`src/rtl/serial_add_pkg.sv`:
```
`default_nettype none
// ============================================================================
//  serial_add_pkg
//  Shared types and helpers for the bit-serial adder controller.
//  Revision: 1.0
// ============================================================================
package serial_add_pkg;

  typedef enum logic [1:0] {
    IDLE = 2'd0,
    RUN  = 2'd1,
    DONE = 2'd2
  } sa_state_t;

  // Bit-counter width: enough to reach WIDTH-1, never narrower than one bit.
  function automatic int sa_cnt_w(input int width);
    return (width <= 2) ? 1 : $clog2(width);
  endfunction

endpackage
`default_nettype wire

```
`src/rtl/serial_add_ctrl_fa_cell.sv`:
```
`default_nettype none
// ============================================================================
//  fa_cell
//  Single combinational full-adder cell, shared across all bit positions.
//  Revision: 1.0
// ============================================================================
module fa_cell (
  input  logic x,
  input  logic y,
  input  logic cin,
  output logic s,
  output logic cout
);

  assign s    = x ^ y ^ cin;
  assign cout = (x & y) | (x & cin) | (y & cin);

endmodule
`default_nettype wire

```
`src/rtl/serial_add_ctrl.sv`:
```
`default_nettype none
// ============================================================================
//  serial_add_ctrl
//  Bit-serial adder: one full-adder cell walks WIDTH bits LSB first, with the
//  ripple carry held in a flop. Valid/ready on both operand and result sides.
//  Revision: 1.0
// ============================================================================
module serial_add_ctrl
  import serial_add_pkg::*;
#(
  parameter int WIDTH = 8,
  parameter int CNT_W = sa_cnt_w(WIDTH)
) (
  input  logic             clk,
  input  logic             rst_n,
  input  logic             in_valid,
  output logic             in_ready,
  input  logic [WIDTH-1:0] a,
  input  logic [WIDTH-1:0] b,
  input  logic             cin,
  output logic             out_valid,
  input  logic             out_ready,
  output logic [WIDTH-1:0] sum,
  output logic             cout,
  output logic             busy
);

  localparam logic [CNT_W-1:0] c_cnt_last = CNT_W'(WIDTH - 1);
  localparam logic [CNT_W-1:0] c_cnt_one  = CNT_W'(1);

  sa_state_t        r_state;
  logic [WIDTH-1:0] r_a_sr;
  logic [WIDTH-1:0] r_b_sr;
  logic             r_carry;
  logic [CNT_W-1:0] r_cnt;
  logic             r_out_valid;
  logic [WIDTH-1:0] r_sum;
  logic             r_cout;
  logic             r_busy;

  logic             w_s;
  logic             w_cout;
  logic             w_run;
  logic [WIDTH-1:0] w_sum_next;

  assign w_run = (r_state == RUN);

  fa_cell u_fa (
    .x    (r_a_sr[0]),
    .y    (r_b_sr[0]),
    .cin  (r_carry),
    .s    (w_s),
    .cout (w_cout)
  );

  // Partial sum bits collect here so that sum only ever shows complete results.
  if (WIDTH == 1) begin : g_sum_w1
    assign w_sum_next = w_s;
  end else begin : g_sum_wn
    logic [WIDTH-2:0] r_part;

    always_ff @(posedge clk) begin
      if (!rst_n) begin
        r_part <= '0;
      end else if (w_run) begin
        r_part <= w_sum_next[WIDTH-1:1];
      end
    end

    assign w_sum_next = {w_s, r_part};
  end

  always_ff @(posedge clk) begin
    if (!rst_n) begin
      r_state     <= IDLE;
      r_a_sr      <= '0;
      r_b_sr      <= '0;
      r_carry     <= 1'b0;
      r_cnt       <= '0;
      r_out_valid <= 1'b0;
      r_sum       <= '0;
      r_cout      <= 1'b0;
      r_busy      <= 1'b0;
    end else begin
      case (r_state)
        IDLE: begin
          if (in_valid) begin
            r_a_sr  <= a;
            r_b_sr  <= b;
            r_carry <= cin;
            r_cnt   <= '0;
            r_busy  <= 1'b1;
            r_state <= RUN;
          end
        end

        RUN: begin
          r_a_sr  <= r_a_sr >> 1;
          r_b_sr  <= r_b_sr >> 1;
          r_carry <= w_cout;
          if (r_cnt == c_cnt_last) begin
            r_sum       <= w_sum_next;
            r_cout      <= w_cout;
            r_out_valid <= 1'b1;
            r_state     <= DONE;
          end else begin
            r_cnt <= r_cnt + c_cnt_one;
          end
        end

        DONE: begin
          if (out_ready) begin
            r_out_valid <= 1'b0;
            r_busy      <= 1'b0;
            r_state     <= IDLE;
          end
        end

        default: begin
          r_out_valid <= 1'b0;
          r_busy      <= 1'b0;
          r_state     <= IDLE;
        end
      endcase
    end
  end

  assign in_ready  = (r_state == IDLE) && rst_n;
  assign out_valid = r_out_valid;
  assign sum       = r_sum;
  assign cout      = r_cout;
  assign busy      = r_busy;

endmodule
`default_nettype wire

```
`config.mk`:
```
export PLATFORM = sky130hd
export DESIGN_NAME = serial_add_ctrl
export DESIGN_NICKNAME = d
export VERILOG_FILES = /design/src/rtl/serial_add_pkg.sv /design/src/rtl/serial_add_ctrl_fa_cell.sv /design/src/rtl/serial_add_ctrl.sv
export SDC_FILE = /design/constraint.sdc
export NUM_CORES = 1
export LEC_CHECK = 0
export CORE_MARGIN = 4
export CORE_UTILIZATION = 35
export CTS_CLUSTER_SIZE = 25
export DETAILED_ROUTE_END_ITERATION = 12
export SYNTH_ARGS = -nofsm -noshare
export SYNTH_HDL_FRONTEND = slang
export SYNTH_HIERARCHICAL = 1
export SYNTH_SLANG_ARGS = --single-unit
export TNS_END_PERCENT = 100
```
`constraint.sdc`:
```
create_clock -name clk -period 4.5 [get_ports clk]
set_clock_uncertainty 0.2 [all_clocks]
set_input_delay 0.45 -clock clk [delete_from_list [all_inputs] [get_ports clk]]
set_output_delay 0.45 -clock clk [all_outputs]
set_load 0.005 [all_outputs]
```
; Yosys cells after proc, flatten, opt, wreduce, memory -nomap -nowiden
; Cells that the tools add are included.
[totals]
ff_bits = 40
inputBits = 21
output_inout_bits = 12
[classes]
addsub = 1
n_eq_ne = 7
n_mux = 18
n_bitwise = 9
n_reduce_logical = 9
[ops]
columns = operator, n
row1 = one-hot mux 8 bit (2 select lines), 2
row2 = two-way mux 8 bit, 2
row3 = AND reduction 3 bit, 4
row4 = two-way mux 2 bit, 3
row5 = two-way mux 3 bit, 2
row6 = "inequality test 2 bit, second input constant", 3
row7 = one-hot mux 1 bit (3 select lines), 2
row8 = one-hot mux 2 bit (3 select lines), 1
row9 = one-hot mux 3 bit (2 select lines), 1
row10 = two-way mux 1 bit, 4
row11 = AND reduction 2 bit, 2
row12 = "adder 3 x 1 -> 3 bit, second input constant", 1
row13 = bitwise AND 1 bit, 3
row14 = "equality test 3 bit, second input constant", 1
row15 = "equality test 2 x 1 -> 1 bit, second input constant", 1
row16 = "equality test 2 bit, second input constant", 1
row17 = logical NOT 2 bit, 1
row18 = "inequality test 2 x 1 -> 1 bit, second input constant", 1
row19 = inverter 1 bit, 2
row20 = OR 1 bit, 2
row21 = one-hot mux 1 bit (2 select lines), 1
row22 = nonzero test 2 bit, 1
row23 = bitwise XOR 1 bit, 2
row24 = logical AND 1 bit, 1

; Logic depth before layout (Yosys ltp)
[depth]
ltp_word = 4
ltp_mapped = 6

; Modules after synthesis
; Netlist, hierarchy kept.
[modules_own_cells]
columns = module, instances, cells_per_inst, area_each_um2, seq_area_each_um2
row1 = serial_add_ctrl, 1, 196, 1630.3, 800.8
row2 = fa_cell, 1, 1, 20.0, 0.0

; Worst setup path before layout
; No wires, ideal clock.
[synth_path]
path_type = register to register
from = reg r_cnt[0]
to = reg r_cnt[0]
t_arrival_ns = 1.122
required_time_ns = 4.173
path_slack_ns = 3.052
path_stages_with_launch = 6
path_buffers = 1
synth_period_minus_slack_ns = 1.448
path_cell_list = dfxtp_1 > ha_1 > ha_1 > buf_1 > nand2b_1 > o22ai_1
[synth_between]
elab_chain_len = 3
elab_cells_between_ends = 6
cone_classes = add/sub: 1 / eq/ne: 2 / mux: 2 / reduce/logical: 1
[synth_rtl]
columns = element, line_no
row1 = "start, declared", serial_add_ctrl.sv:35  ; logic [CNT_W-1:0] r_cnt;
row2 = "start signal, assigned", serial_add_ctrl.sv:107  ; r_cnt <= r_cnt + c_cnt_one;
row3 = adder 3 x 1 -> 3 bit or equality test 3 bit (tied branches), "serial_add_ctrl.sv:107, serial_add_ctrl.sv:101"
row4 = two-way mux 3 bit or inequality test 2 bit (tied branches), -
row5 = one-hot mux 3 bit (2 select lines) or AND reduction 3 bit (tied branches), -
; Parallel ways exist; a longest one is shown, timed or not. The select of a mux whose other input is x is not followed.
; A chain may end at the register's enable or synchronous reset.

; Worst setup path in the final report
[layout_path]
from = in rst_n
to = out in_ready
[layout_between]
elab_chain_len = 1
[layout_rtl]
columns = element, line_no
row1 = "start, declared", serial_add_ctrl.sv:15  ; input logic rst_n,
row2 = logical AND 1 bit, serial_add_ctrl.sv:128  ; assign in_ready = (r_state == IDLE) && rst_n;
row3 = "end, declared", serial_add_ctrl.sv:17  ; output logic in_ready,
; Every way passes these cells.

==> summary.md <==
| Metric | Value |
|---|---|
| CP dominant cell by count | `clkdlybuf4s50_1` |
| CP max FO | `44` |
| Peak supply drop | `around 0.19 mV` |
| Mapped Area | `roughly 0.0017 mm2` |
| Routed via count | `1356` |
| Diode count | `0` |
| Setup TNS | `0 ns` |
| Slowest-stage cell, CP | `clkdlybuf4s50_1` |
| Outcome | `complete, no violations` |
| Register area share after synthesis | `0.485` |
| Required @ worst endpoint | `3.85 ns` |
| GRT Overall Usage | `0.117` |
| WP buf/inv | `3` |
| PostCTS Resize Cnt | `0` |
| Hold Path Depth | `2` |
| Worst skew pair latency | `a little under 0.3 ns` |
| WL met3 | `158 um` |
| Area grow syn2layout | `25.8%` |
| Drt pass-1 iters | `4` |
| CP Launch Type | `input pin` |
| Yosys synthesis warning count | `6` |
| Largest net degree at the start of global routing | `between 40 and 50` |
| HPWL after DPL | `between 2000 and 2500 um` |
| EDFF count, synth | `0` |
| Rows | `24` |
| NumNets Final | `246` |
| Final period util | `0.592` |
| Post-route minimum period | `approximately 2.7 ns` |
| Max-capacitance violation count | `0` |
| Cts hold-fix bufs | `0` |
| I/O pin count | `33` |
| Synthesized netlist net count | `about 220` |
| Dominant synthesized flop cell | `dfxtp_1` |
| Yosys cell types | `28` |
| First-pass GRT wire length | `5580 um` |
| Total power draw | `0.000748 W` |
| Clock slew at reported path FFs | `0.08 ns` |
| Iteration-0 DRC Markers | `about 130` |
| Reg-to-reg setup timing slack | `2.61 ns` |
| Cell Pwr Density | `around 360 mW/mm2` |
| Antenna violations before repair | `0` |
| Post-DR vias/cell | `4.93` |
| Detailed-routing wirelength on met1 | `1640 um` |
| TritonCTS Buffers | `5` |
| Most frequent cells in the layout | `60 x nand2_1, 40 x dfxtp_1, 32 x clkdlybuf4s50_1, 15 x o21ai_0, 15 x a31oi_1` |
| CTS tree | `done` |
| Register bit total from synthesis | `40` |
| Port Buf Inserts | `32` |
| Die X | `76.7 um` |
| Hold wc startpoint | `g_sum_wn.r_part[0]$_SDFFE_PN0P_` |
| Cells after Synth | `197` |
| Hold WC Path Type | `reg2reg` |
| LEAKAGE | `between 0.7 and 0.8 nW` |
| DR WL met2 | `1440 um` |
| Max Slew Vio Count | `0` |
| Max Root-Sink Buffers | `2` |
| Clk Tree Root Cell | `clkbuf_8` |
| Total wire length | `around 3300 um` |
| Initial Utilization | `0.371` |
| GR Overflow Total | `0` |
| Routed Antenna Nets | `0` |
| Layout cell share with drive strength beyond 1 | `0.0493` |
| Placed inst area | `between 0.0015 and 0.002 mm2` |
| Worst-Margin Slew | `0.865 ns` |
| Core area | `0.00444 mm2` |
| # clock sinks | `40` |
| Max-slew headroom | `0.423` |
| Reg-to-reg critical path endpoint | `r_a_sr[6]$_SDFFE_PN0P_` |
| Max incr delay on CP | `0.53 ns` |
| Worst-path cell chain | `clkdlybuf4s50_1 > buf_4 > nor3b_1 > clkdlybuf4s50_1` |
| Design area | `0.00208 mm2` |
| RSZ-0062 raised after global routing | `false` |
| Worst r2r src | `r_state[0]$_SDFFE_PN0P_` |
| Die height | `76.7 um` |
| CP endpoint kind | `primary output` |
| Top Family by Delay on Critical Path | `buffers and inverters` |
| Hold path endpoint | `g_sum_wn.r_part[0]$_SDFFE_PN0P_` |
| Syn Area/Cell | `8.38 um2` |
| Async S/R FF share, synth | `0` |
| Worst Reg-to-Reg Cells | `3` |
| # DRC | `0` |
| Max Clk Rate | `375 MHz` |
| Setup-failing EPs final | `0` |
| WS Path Type | `in2out` |
| Commonest non-fill, non-tap cell in the layout | `nand2_1` |
| Fin. Hold Viols | `0` |
| H-tree levels | `2` |
| Vias in the first global route | `1184` |
| Routability Congestion | `0.674` |
| Die area | `0.00588 mm2` |
| Routed wire length per instance | `about 12 um` |
| Top sig layer | `met4` |
| Postcts setup bufs | `0` |
| CP arrival | `~2 ns` |
==> cells in the mapped netlist (2+ instances only) <==
cell      instances  share of area
nand2_1          60           0.14
dfxtp_1          40           0.49
a31oi_1          15          0.057
o21ai_0          15          0.045
a21boi_0         13          0.059
nand3_1           9          0.027
buf_2             6          0.018
a21boi_1          5          0.023
clkbuf_1          4         0.0091
buf_4             3          0.014
nor2b_1           3          0.011
o22ai_1           3          0.011
a22oi_1           2         0.0091
buf_1             2         0.0046
ha_1              2          0.015
nand2b_1          2         0.0076
o21bai_1          2         0.0091
==> logic make-up (layout without fill, tap and decap cells) <==
group                      Yosys count  after routing  synth area share
adders and majority gates            3              3            0.0273
buffers and inverters               15             41            0.0455
DFF                                 40             40             0.485
AOI/OAI and AO/OA                   58             58             0.226
and+or+nand+nor                     81             81             0.216
==> per-stage QoR <==
step | hold slack [ns] | utilization | worst slack (ns) | instances
6_report | 0.259 | 0.467 | 1.84 | 275
5_1_grt | 0.280 | 0.467 | 1.75 | 275
3_3_place_gp | 0.243 | 0.443 | 1.84 | 267
3_5_place_dp | 0.249 | 0.443 | 1.85 | 267
2_1_floorplan | 0.235 | - | 3.05 | 197
4_1_cts | 0.261 | 0.467 | 1.83 | 275
==> how the worst max path moves through the flow <==
stage	start	to	slack, ns	depth (start not counted)
5_1_grt	rst_n	in_ready	1.75	4
2_1_floorplan	r_cnt[0]$_SDFFE_PN0P_	r_cnt[0]$_SDFFE_PN0P_	3.05	5
6_report	rst_n	in_ready	1.84	4
3_3_place_gp	rst_n	in_ready	1.84	4
4_1_cts	rst_n	in_ready	1.83	4
3_5_place_dp	rst_n	in_ready	1.85	4
==> worst reg2reg max path, stage by stage (launching register included) <==
cell,delay [ns]
dfxtp_1,0.50
o21ba_1,0.76
o21ai_0,0.18
a31oi_1,0.18
==> power by group <==
group           total, W  leakage, nW  internal, W  switching, W
logic          0.0000807        0.351    0.0000389     0.0000418
registers       0.000382        0.327     0.000371     0.0000105
clock network   0.000286       0.0552     0.000165      0.000121
total           0.000748        0.733     0.000575      0.000173
==> metal layers <==
metal	vias up	global-route usage
met5	-	0
met4	0	0.0489
met3	2	0.0398
met2	24	0.179
met1	607	0.151
li1	723	-
==> sequential cells by signal (all words and copies together), names as in the netlist <==
| register | count |
|---|---|
| r_cnt | 3 |
| out_valid | 1 |
| g_sum_wn.r_part | 7 |
| r_carry | 1 |
| r_b_sr | 8 |
| cout | 1 |
| sum | 8 |
| busy | 1 |
| r_a_sr | 8 |
| r_state | 2 |
==> area by class of cell <==
cell class | instances | area, um2
fillers | 476 | 2370
flip-flops and latches | 40 | 801
multi-input cells | 142 | 774
repair buffers | 33 | 328
clock buffers | 6 | 72.6
well taps | 52 | 65.1
clock inverters | 2 | 35.0
Power figures use the tool's default switching activity.
